File: src/rtl/sc_display_scan_if.sv
// rtl/sc_display_scan_if.sv - CPU output ports in, BCD display digits out; ovf exists only with SC_DISP_OVF_EN
interface sc_display_scan_if;
  logic [31:0] out_port0;
  logic [31:0] out_port1;
  logic [31:0] out_port2;
  logic        freeze;
  logic [3:0]  dig0;
  logic [3:0]  dig1;
  logic [3:0]  dig2;
  logic [3:0]  dig3;
  logic [3:0]  dig4;
  logic [3:0]  dig5;
  logic        busy;
  logic        update;
`ifdef SC_DISP_OVF_EN
  logic [2:0]  ovf;

  modport master (
    output out_port0, out_port1, out_port2, freeze,
    input  dig0, dig1, dig2, dig3, dig4, dig5, busy, update, ovf
  );
  modport slave (
    input  out_port0, out_port1, out_port2, freeze,
    output dig0, dig1, dig2, dig3, dig4, dig5, busy, update, ovf
  );
`else
  modport master (
    output out_port0, out_port1, out_port2, freeze,
    input  dig0, dig1, dig2, dig3, dig4, dig5, busy, update
  );
  modport slave (
    input  out_port0, out_port1, out_port2, freeze,
    output dig0, dig1, dig2, dig3, dig4, dig5, busy, update
  );
`endif
endinterface

File: src/rtl/sc_display_scan.sv
// rtl/sc_display_scan.sv - three 32-bit ports to six BCD digits via one shared divide-by-10, atomic commit
// SC_DISP_OVF_EN: values >= 100 blank to F/F and raise ovf instead of saturating to 99.
module sc_display_scan #(
  parameter int REFRESH = 1000
) (
  input  logic              clock,
  input  logic              resetn,
  sc_display_scan_if.slave  bus
);
  typedef enum logic [2:0] {S_IDLE, S_LOAD, S_SUB, S_STORE, S_COMMIT} state_t;

  localparam logic [19:0] RELOAD = 20'(REFRESH - 1);

  state_t          state, state_nx;
  logic [19:0]     cnt;
  logic [1:0]      idx;
  logic [6:0]      work;
  logic [3:0]      tens;
  logic [5:0][3:0] stg;
  logic [5:0][3:0] dig_q;
  logic            update_q;
  logic [31:0]     port_val;
  logic            port_big;
`ifdef SC_DISP_OVF_EN
  logic            ovf_flag;
  logic [2:0]      stg_ovf;
  logic [2:0]      ovf_q;
`endif

  // Full 32-bit compare so values with bit 31 set count as large.
  always_comb begin
    case (idx)
      2'd0:    port_val = bus.out_port0;
      2'd1:    port_val = bus.out_port1;
      default: port_val = bus.out_port2;
    endcase
    port_big = (port_val >= 32'd100);
  end

  always_ff @(posedge clock or negedge resetn) begin
    if (!resetn) state <= S_IDLE;
    else         state <= state_nx;
  end

  always_comb begin
    state_nx = state;
    case (state)
      S_IDLE:   if (cnt == '0) state_nx = S_LOAD;
`ifdef SC_DISP_OVF_EN
      S_LOAD:   state_nx = port_big ? S_STORE : S_SUB;
`else
      S_LOAD:   state_nx = S_SUB;
`endif
      S_SUB:    if (work < 7'd10) state_nx = S_STORE;
      S_STORE:  state_nx = (idx == 2'd2) ? S_COMMIT : S_LOAD;
      S_COMMIT: state_nx = S_IDLE;
      default:  state_nx = S_IDLE;
    endcase
  end

  always_comb begin
    bus.busy   = (state != S_IDLE);
    bus.update = update_q;
    bus.dig0   = dig_q[0];
    bus.dig1   = dig_q[1];
    bus.dig2   = dig_q[2];
    bus.dig3   = dig_q[3];
    bus.dig4   = dig_q[4];
    bus.dig5   = dig_q[5];
`ifdef SC_DISP_OVF_EN
    bus.ovf    = ovf_q;
`endif
  end

  always_ff @(posedge clock or negedge resetn) begin
    if (!resetn) begin
      cnt      <= RELOAD;
      idx      <= 2'd0;
      work     <= '0;
      tens     <= '0;
      stg      <= '0;
      dig_q    <= '0;
      update_q <= 1'b0;
`ifdef SC_DISP_OVF_EN
      ovf_flag <= 1'b0;
      stg_ovf  <= '0;
      ovf_q    <= '0;
`endif
    end else begin
      update_q <= 1'b0;
      case (state)
        S_IDLE: begin
          if (cnt == '0) begin
            cnt <= RELOAD;
            idx <= 2'd0;
          end else begin
            cnt <= cnt - 20'd1;
          end
        end
        S_LOAD: begin
`ifdef SC_DISP_OVF_EN
          ovf_flag <= port_big;
          work     <= port_big ? 7'd15 : port_val[6:0];
          tens     <= port_big ? 4'hF : 4'd0;
`else
          work     <= port_big ? 7'd99 : port_val[6:0];
          tens     <= 4'd0;
`endif
        end
        S_SUB: begin
          if (work >= 7'd10) begin
            work <= work - 7'd10;
            tens <= tens + 4'd1;
          end
        end
        S_STORE: begin
          stg[{idx, 1'b0}] <= tens;
          stg[{idx, 1'b1}] <= work[3:0];
`ifdef SC_DISP_OVF_EN
          stg_ovf[idx]     <= ovf_flag;
`endif
          if (idx != 2'd2) idx <= idx + 2'd1;
        end
        S_COMMIT: begin
          // A frozen round is simply dropped; staging is cleared either way.
          if (!bus.freeze) begin
            dig_q    <= stg;
            update_q <= 1'b1;
`ifdef SC_DISP_OVF_EN
            ovf_q    <= stg_ovf;
`endif
          end
          stg <= '0;
`ifdef SC_DISP_OVF_EN
          stg_ovf <= '0;
`endif
        end
        default: ;
      endcase
    end
  end
endmodule

File: src/flat_wrapper.sv
// flat-port wrapper written by rule: the top's interface ports become plain ports
module sc_display_scan_flat 
#(
  parameter int REFRESH = 1000
)
  (clock, resetn, bus_out_port0, bus_out_port1, bus_out_port2, bus_freeze, bus_dig0, bus_dig1, bus_dig2, bus_dig3, bus_dig4, bus_dig5, bus_busy, bus_update);
  sc_display_scan_if bus_i ();
  input  logic clock;
  input  logic resetn;
  input wire logic [$bits(bus_i.out_port0)-1:0] bus_out_port0;
  input wire logic [$bits(bus_i.out_port1)-1:0] bus_out_port1;
  input wire logic [$bits(bus_i.out_port2)-1:0] bus_out_port2;
  input wire logic [$bits(bus_i.freeze)-1:0] bus_freeze;
  output wire logic [$bits(bus_i.dig0)-1:0] bus_dig0;
  output wire logic [$bits(bus_i.dig1)-1:0] bus_dig1;
  output wire logic [$bits(bus_i.dig2)-1:0] bus_dig2;
  output wire logic [$bits(bus_i.dig3)-1:0] bus_dig3;
  output wire logic [$bits(bus_i.dig4)-1:0] bus_dig4;
  output wire logic [$bits(bus_i.dig5)-1:0] bus_dig5;
  output wire logic [$bits(bus_i.busy)-1:0] bus_busy;
  output wire logic [$bits(bus_i.update)-1:0] bus_update;
  assign bus_i.out_port0 = bus_out_port0;
  assign bus_i.out_port1 = bus_out_port1;
  assign bus_i.out_port2 = bus_out_port2;
  assign bus_i.freeze = bus_freeze;
  assign bus_dig0 = bus_i.dig0;
  assign bus_dig1 = bus_i.dig1;
  assign bus_dig2 = bus_i.dig2;
  assign bus_dig3 = bus_i.dig3;
  assign bus_dig4 = bus_i.dig4;
  assign bus_dig5 = bus_i.dig5;
  assign bus_busy = bus_i.busy;
  assign bus_update = bus_i.update;
  sc_display_scan #(.REFRESH(REFRESH)) u_core (.clock(clock), .resetn(resetn), .bus(bus_i));
endmodule
File: config.mk
export PLATFORM = sky130hd
export DESIGN_NAME = sc_display_scan_flat
export DESIGN_NICKNAME = d
export VERILOG_FILES = /design/src/rtl/sc_display_scan_if.sv /design/src/rtl/sc_display_scan.sv /design/src/flat_wrapper.sv
export SDC_FILE = /design/constraint.sdc
export NUM_CORES = 1
export LEC_CHECK = 0
export BUFFER_PORTS_ARGS = -buffer_cell sky130_fd_sc_hd__buf_4
export CAP_MARGIN = 15
export CORE_MARGIN = 8
export CORE_UTILIZATION = 44
export CTS_CLUSTER_SIZE = 16
export DETAILED_ROUTE_END_ITERATION = 6
export GPL_TIMING_DRIVEN = 0
export HOLD_SLACK_MARGIN = 0.05
export PLACE_DENSITY = 0.69
export RECOVER_POWER = 100
export SLEW_MARGIN = 10
export SYNTH_ARGS = -nofsm -noshare
export SYNTH_HDL_FRONTEND = slang
export SYNTH_SLANG_ARGS = --single-unit
File: constraint.sdc
create_clock -name clock -period 5.35 [get_ports clock]
set_input_delay 1.3375 -clock clock [delete_from_list [all_inputs] [get_ports clock]]
set_output_delay 1.3375 -clock clock [all_outputs]
set_load 0.02 [all_outputs]
==> impl_metrics.toml, run 1 <==
[yosys]
syn-instance-count = 425
synth-seq-area-share_pct = 50.4
share_of_flip_flops_with_an_asynchronous_set_or_reset_pct = 100
synth_edf_count = 0
synthesis.area_per_instance_um2 = 9.97
synth_top_area_share_pct = 45.5
post_synth_most_frequent_cells = "77 x dfrtp_1, 71 x nand2_1, 34 x a21oi_1, 32 x nor2_1, 25 x mux2_2"
ys_seq_elements = 85
synth.yosys.warnings = 0
synthMostInstantiatedCell = "dfrtp_1"
nets_in_the_synthesized_netlist = 531
synth.distinct_cells = 60
synth.top_cells.by_area = "dfrtp_1 45%, mux2_2 6.6%, nand2_1 6.3%, dfstp_2 5.0%, a21oi_1 4.0%"
synth.largest_area_cell = "dfrtp_1"
mappedNetlistArea_um2 = 4240
yosys_most_used_dff = "dfrtp_1"

[die]
dieWidth_um = 114
floorplan.rows = 36
floorplan.io_pins = 125
floorplan.core_area_um2 = 9550
die_area_um2 = 13000
floorplan.initialDensity_pct = 44.4
die-height_um = 114

[routing]
via_count = 3627
wl_per_cell_um = 16.0
drt_first_pass_iters = 4
drt-vias-per-instance = 5.20
finalWirelength_um = 11100
drt_iter0_markers = 234
remaining_drc_errors = 0
route.antenna.remaining_nets = 0

[clock_tree]
cts_htree_levels = 3
cts.sink_count = 85
clock_latency_ps = 360
cts_max_path_buffers = 2
cts_tree = "built"
number_of_buffers_inserted_during_clock_tree_synthesis = 9
ctsResizeCount = 0
clock_slew_seen_by_the_registers_of_the_worst_setup_and_hold_paths_ps = 90
clock_tree.root_cell = "clkbuf_8"
cts_setup_buffers = 0
cts.hold.buffers_added = 0

[grt]
grt_pass1_wl_um = 18500
first_global_vias = 3853
grt_usage_pct = 17.8
grt_antenna_before_repair = 0
grt_remaining_overflow = 0
maximum_number_of_pins_on_one_net_before_global_route_repair = 86

[outcome]
status = "finished, violations left"
violations = "capacitance limit, slew limit"

[timing]
maximum_clock_rate_mhz = 276
maxSlewViolCount = 35
slew_headroom_pct = -31.6
worst_clock_skew_ps = 9.08
worst_hold_slack_ps = 508
grt_setup_unrepaired = "false"
hold_violations = 0
fin_tns_setup_ps = 0
finalSetupViolCount = 0
layout_setup_ws_ps = 1720
finalCriticalPeriod_ps = 3630
worstMarginPinSlew_ps = 1970
post-route-period-util_pct = 67.8

[layout]
flip_flop_count_of_the_largest_register_after_layout = 24
registers.top_by_ff_count = "u_core.stg"
registers_with_the_highest_flip_flop_counts = "u_core.stg: 24 flops, u_core.cnt: 20 flops, u_core.work: 7 flops"
finish.net_count = 667
synthToLayoutAreaGrowth_pct = 28.1
final_layout_size_suffix_gt1_share_pct = 27.8
finalNonFillerCells = 698
antenna_cells = 0

[min_path]
timing.hold.worst_path_depth = 1
hold_class = "register to register"

[placement]
dp_hpwl_um = 8580
place.port_buffers = 124
gp_congestion = 0.822
pre_cts_ws_ps = 2510
dp.cells = 682

[critical_path]
crit_path_start_kind = "register"
cell_by_cell_trace_of_the_critical_path = "clkbuf_1, nor3_1, inv_1, buf_4"
ff2ff_path_depth = 6
critPathCaptureType = "primary output"
cp_max_fo = 10
cpPeakStageDelay_ps = 750
cpMaxStageDelayCell = "nor3_1"
path_class = "register to primary output"
cp_data_arrival_time_ps = 2290
cp_data_required_time_ps = 4010

[pwr]
power.static_leakage_nw = 2.45
vdd_ir_drop_max_mv = 0.113
pwr_density_cell_nw_per_um2 = 229

[job]
maxCapViolCount = 1
[worst paths after layout]
path | start | slack [ps] | endpoint
max in group asynchronous | resetn | 2700 | u_core.tens[0]
min in group asynchronous | resetn | 1530 | u_core.bus.dig4[1]
setup / recovery | u_core.state[0] | 1720 | bus_busy
setup reg to reg | u_core.cnt[10] | 2120 | u_core.idx[1]
hold / removal | u_core.stg[6] | 510 | u_core.bus.dig1[2]
hold reg to reg | u_core.stg[6] | 510 | u_core.bus.dig1[2]
[layer usage]
metal | part of all wire, % | vias to the layer above | wire, um | global-route usage (%)
li1 | - | 1786 | - | -
met1 | 42 | 1707 | 4720 | 20.5
met2 | 49 | 119 | 5430 | 30.0
met3 | 7.0 | 15 | 778 | 5.64
met4 | 1.9 | 0 | 206 | 7.10
met5 | 0 | - | 0 | 0
[per-stage QoR]
step	cell area, um^2	utilization [%]	total power [mW]
after global placement	5340	55.9	0.759
after detailed placement	5340	55.9	0.761
after global routing	5430	56.9	1.29
after floorplan	4240	-	0.681
after CTS	5550	58.2	1.26
final	5430	56.9	1.24
[layout by cell type, fill, tap and decap left out, types with 5 or more instances in the layout]
| cell type | synthesis | layout |
|---|---|---|
| a31oi_1 | 4 | 5 |
| nor3_1 | 13 | 14 |
| a21o_1 | 5 | 5 |
| dfrtp_1 | 77 | 77 |
| nand4_1 | 7 | 7 |
| nor4_1 | 17 | 19 |
| buf_4 | 0 | 97 |
| nand2_1 | 71 | 71 |
| clkbuf_8 | 0 | 9 |
| dfstp_2 | 8 | 8 |
| xor2_1 | 8 | 8 |
| a22o_1 | 8 | 8 |
| ha_1 | 7 | 7 |
| nand3_1 | 6 | 6 |
| nor2_1 | 32 | 32 |
| a21oi_1 | 34 | 34 |
| mux2_2 | 25 | 25 |
| inv_1 | 9 | 10 |
| xnor2_1 | 6 | 6 |
| o21ai_0 | 13 | 13 |
| nand2b_1 | 5 | 5 |
| clkbuf_1 | 10 | 42 |
[area by class of cell]
type	instances	area (um^2)
fillers	884	4120
flip-flops and latches	85	2140
multi-input cells	313	1950
repair buffers	125	861
well taps	133	166
clock buffers	9	124
clock inverters	6	93.8
plain buffers	16	60.1
inverters	11	41.3
[critical path, delay by kind of cell, from the launching register on]
| kind | cells | cell delay, ps |
|---|---|---|
| buffers and inverters | 3 | 820 |
| AND/OR/NAND/NOR | 1 | 750 |
| flip-flops | 1 | 360 |
[logic make-up (layout without fill, tap and decap cells)]
group | after synthesis | count (layout) | synth area share [%]
buffers and inverters | 27 | 167 | 2.57
muxes | 26 | 26 | 6.88
and+or+nand+nor | 185 | 185 | 23.1
xor gates and xnor gates | 14 | 14 | 2.89
AOI/OAI and AO/OA | 81 | 81 | 12.1
adders and majority gates | 7 | 7 | 2.07
DFF | 85 | 85 | 50.4
[power by group]
group	switching [mW]	internal, mW
logic	0.0372	0.0566
clock network	0.236	0.264
registers	0.00310	0.648
Power figures use the tool's default switching activity.
==> inputs of run 2 (changes only) <==
==> constraint.sdc (replaced) <==
create_clock -name clock -period 3.6 [get_ports clock]
set_input_delay 0.9 -clock clock [delete_from_list [all_inputs] [get_ports clock]]
set_output_delay 0.9 -clock clock [all_outputs]
set_load 0.02 [all_outputs]
==> impl_metrics.toml, run 2 (synthesis gave the netlist of run 1 again) <==
[placement]
gp_congestion = 0.822
post_dp_cell_area_um2 = 5340
dp_hpwl_um = 8580
place.port_buffers = 124

[clock_tree]
clock_tree.root_cell = "clkbuf_8"
cts.hold.buffers_added = 0
number_of_buffers_inserted_during_clock_tree_synthesis = 9
cts_max_path_buffers = 2
cts_htree_levels = 3
cts.sink_count = 85
cts_tree = "built"
ctsResizeCount = 0
cts_setup_buffers = 0
clock_slew_seen_by_the_registers_of_the_worst_setup_and_hold_paths_ps = 90
clock_latency_ps = 360

[critical_path]
timing.rr.end = "u_core.idx[1]"
cp_data_arrival_time_ps = 2940
reg2reg_from = "u_core.cnt[12]"
crit_path_start_kind = "register"
cp_max_fo = 10
cpMaxStageDelayCell = "nor4_1"
critical_path.startpoint = "u_core.cnt[12]"
path_class = "register to register"
cpPeakStageDelay_ps = 980
worst-r2r-setup-slack_ps = 890
critPathCaptureType = "register"
ff2ff_path_depth = 6
endpoint = "u_core.idx[1]"
cell_by_cell_trace_of_the_critical_path = "nor4_4, nand2_1, nor4_1, and2_0, buf_2, o22ai_1"
cp_data_required_time_ps = 3830

[layout]
layout_commonest_cell = "buf_4"
registers_with_the_highest_flip_flop_counts = "u_core.stg: 24 flops, u_core.cnt: 20 flops, u_core.work: 7 flops"
registers.top_by_ff_count = "u_core.stg"
final_cell_mix = "98 x buf_4, 77 x dfrtp_1, 71 x nand2_1, 41 x clkbuf_1, 34 x a21oi_1"
finish.net_count = 667
antenna_cells = 0
n_fill_cell = 882
flip_flop_count_of_the_largest_register_after_layout = 24
synthToLayoutAreaGrowth_pct = 28.6
final_area_um2 = 5450
final_layout_size_suffix_gt1_share_pct = 28.1

[pwr]
power.static_leakage_nw = 2.47
vdd_ir_drop_max_mv = 0.168
pwr_density_cell_nw_per_um2 = 339

[routing]
wl_per_cell_um = 15.9
drt-vias-per-instance = 5.22
remaining_drc_errors = 0
drt_iter0_markers = 231
finalWirelength_um = 11100
drt_first_pass_iters = 4
via_count = 3641
route.antenna.remaining_nets = 0

[job]
maxCapViolCount = 1

[grt]
grt_usage_pct = 17.8
grt_remaining_overflow = 0
maximum_number_of_pins_on_one_net_before_global_route_repair = 86
first_global_vias = 3853
grt_pass1_wl_um = 18500
grt_antenna_before_repair = 0

[timing]
slew_headroom_pct = -31.1
finalSetupViolCount = 0
finalCriticalPeriod_ps = 2710
maximum_clock_rate_mhz = 369
grt_setup_unrepaired = "false"
hold_violations = 0
post-route-period-util_pct = 75.2
worst_clock_skew_ps = 9.71
fin_tns_setup_ps = 0
maxSlewViolCount = 35
worstMarginPinSlew_ps = 1970

[die]
floorplan.io_pins = 125
dieWidth_um = 114
die-height_um = 114
floorplan.rows = 36
floorplan.initialDensity_pct = 44.4
die_area_um2 = 13000
floorplan.core_area_um2 = 9550

[outcome]
violations = "capacitance limit, slew limit"
status = "finished, violations left"

[min_path]
hold_class = "register to register"
## run 2: report_power, final
group	switching, mW	internal, mW
clock network	0.348	0.393
logic	0.0552	0.0842
registers	0.00459	0.963
total	0.407	1.44
## run 2: through the flow
step / setup slack, ps / cells / hold slack (ps) / total power, mW / utilization [%]
2_1_floorplan: 1470 / 425 / 479 / 1.01 / -
3_3_place_gp: 1200 / 682 / 488 / 1.13 / 55.9
3_5_place_dp: 1200 / 682 / 492 / 1.13 / 55.9
4_1_cts: 1090 / 697 / 513 / 1.87 / 58.2
5_1_grt: 668 / 698 / 531 / 1.92 / 57.1
6_report: 893 / 698 / 509 / 1.85 / 57.1
## run 2: cell type report
cell class	instances	area (um^2)	area share, %
Multi-Input combinational cell	313	1970	36.1
Clock inverter	6	93.8	1.72
Tap cell	133	166	3.05
Buffer	16	61.3	1.12
Timing Repair Buffer	125	861	15.8
Clock buffer	9	124	2.27
Sequential cell	85	2140	39.2
Inverter	11	41.3	0.757
## run 2: critical path, delay by kind of cell (launching register included)
kind | cells | cell delay, ps
buf+inv | 1 | 230
simple gates | 4 | 1850
compound gates | 1 | 100
flops | 1 | 420
## run 2: layer usage
metal	track usage, %	vias up	part of all wire [%]
li1	-	1787	-
met1	20.5	1713	42
met2	30.0	126	49
met3	5.64	15	7.3
met4	7.10	0	1.7
met5	0	-	0
## run 2: how the worst min path moves through the flow
stage	to	cells after the start	from	slack, ps
final	u_core.bus.dig1[2]	1	u_core.stg[6]	510
after global routing	u_core.bus.dig1[2]	1	u_core.stg[6]	530
after CTS	u_core.bus.dig1[3]	1	u_core.stg[7]	510
after detailed placement	u_core.bus.dig1[3]	1	u_core.stg[7]	490
after global placement	u_core.bus.dig1[3]	1	u_core.stg[7]	490
after floorplan	u_core.bus.dig0[0]	1	u_core.stg[0]	480
==> inputs of run 3 (changes only) <==
==> constraint.sdc (replaced) <==
create_clock -name clock -period 2.5 [get_ports clock]
set_input_delay 0.625 -clock clock [delete_from_list [all_inputs] [get_ports clock]]
set_output_delay 0.625 -clock clock [all_outputs]
set_load 0.02 [all_outputs]
==> impl_metrics.toml, run 3 (synthesis gave the netlist of run 1 again) <==
[clock_tree]
clock_tree.root_cell = "clkbuf_8"
number_of_buffers_inserted_during_clock_tree_synthesis = 9
clock_slew_seen_by_the_registers_of_the_worst_setup_and_hold_paths_ps = 90
cts.hold.buffers_added = 0
cts_tree = "built"
cts_max_path_buffers = 2
clock_latency_ps = 360
cts.sink_count = 85
cts_htree_levels = 3

[critical_path]
crit_path_start_kind = "register"
cp_data_arrival_time_ps = 2550
cp_data_required_time_ps = 2740
path_class = "register to register"
ff2ff_path_depth = 7
critPathCaptureType = "register"
cp_max_fo = 10

[layout]
registers_with_the_highest_flip_flop_counts = "u_core.stg: 24 flops, u_core.cnt: 20 flops, u_core.work: 7 flops"
layout_commonest_cell = "buf_4"
final_cell_mix = "98 x buf_4, 77 x dfrtp_1, 72 x nand2_1, 36 x clkbuf_1, 34 x a21oi_1"
finish.net_count = 667
synthToLayoutAreaGrowth_pct = 29.0
finalNonFillerCells = 698
registers.top_by_ff_count = "u_core.stg"
antenna_cells = 0
final_area_um2 = 5470
flip_flop_count_of_the_largest_register_after_layout = 24
final_layout_size_suffix_gt1_share_pct = 29.2
n_fill_cell = 883

[routing]
route.antenna.remaining_nets = 0
finalWirelength_um = 11100
drt-vias-per-instance = 5.23
via_count = 3652
drt_iter0_markers = 218
drt_first_pass_iters = 4
remaining_drc_errors = 0
wl_per_cell_um = 15.9

[job]
maxCapViolCount = 1

[min_path]
hold_class = "register to register"
timing.hold.worst_path_depth = 1

[timing]
fin_tns_setup_ps = 0
slew_headroom_pct = -32.0
hold_violations = 0
finalCriticalPeriod_ps = 2310
worst_clock_skew_ps = 7.85
maximum_clock_rate_mhz = 433
post-route-period-util_pct = 92.4
worstMarginPinSlew_ps = 1980
maxSlewViolCount = 35
finalSetupViolCount = 0
grt_setup_unrepaired = "false"

[grt]
grt_usage_pct = 17.8
grt_remaining_overflow = 0
maximum_number_of_pins_on_one_net_before_global_route_repair = 86
grt_pass1_wl_um = 18500
first_global_vias = 3853
grt_antenna_before_repair = 0

[pwr]
vdd_ir_drop_max_mv = 0.242
power.static_leakage_nw = 2.48
pwr_density_cell_nw_per_um2 = 486

[placement]
place.port_buffers = 124
dp.cells = 682
gp_congestion = 0.822
post_dp_cell_area_um2 = 5340
dp_hpwl_um = 8580

[die]
floorplan.rows = 36
die-height_um = 114
die_area_um2 = 13000
dieWidth_um = 114
floorplan.initialDensity_pct = 44.4
floorplan.io_pins = 125
floorplan.core_area_um2 = 9550

[outcome]
violations = "capacitance limit, slew limit"
status = "finished, violations left"
[run 3: area by class of cell]
cell class,instances,area [um^2],area share (%)
flip-flops and latches,85,2140,39.1
multi-input cells,313,1980,36.2
repair buffers,125,861,15.7
well taps,133,166,3.04
clock buffers,9,124,2.26
clock inverters,6,93.8,1.72
plain buffers,16,67.6,1.24
inverters,11,41.3,0.755
[run 3: critical path: stages, from the launching register on]
cell and delay, ps:
dfrtp_1 360, clkbuf_1 200, nor3_4 360, inv_2 170
nor4b_4 440, nand2_1 160, o31a_1 300, o21a_1 190
[run 3: metrics by stage]
stage	util, %	hold WS, ps	total power [mW]	worst slack, ps
after floorplan	-	329	1.46	478
after global placement	55.9	488	1.63	184
after detailed placement	55.9	492	1.63	153
after CTS	58.2	498	2.69	105
after global routing	57.3	531	2.76	41.0
final	57.3	508	2.66	190
[run 3: what timing repair did]
| action | CTS | global route |
|---|---|---|
| gates resized for setup | 0 | 4 |
| setup endpoints to repair | 0 | 4 |
| endpoints found under the hold margin | 0 | 0 |
| setup buffers | 0 | 0 |
[run 3: power by group]
group          internal [mW]  switching, mW  total (mW)
clock network          0.566          0.501        1.07
registers               1.39        0.00662        1.39
logic                  0.121         0.0795       0.201
total                   2.07          0.587        2.66
[run 3: worst paths after layout]
kind                            slack [ps]             from                 end
worst max-delay path                   190  u_core.state[0]      u_core.cnt[19]
worst min-delay path                   510    u_core.stg[6]  u_core.bus.dig1[2]
worst max register to register         190  u_core.state[0]      u_core.cnt[19]
worst min register to register         510    u_core.stg[6]  u_core.bus.dig1[2]
max in group asynchronous              550           resetn      u_core.tens[0]
min in group asynchronous              820           resetn  u_core.bus.dig4[1]
[run 3: per-layer routing]
metal  routed length [um]  global-route usage (%)
met3                  847                    5.64
met4                  183                    7.10
met1                 4670                    20.5
met2                 5420                    30.0
met5                    0                       0
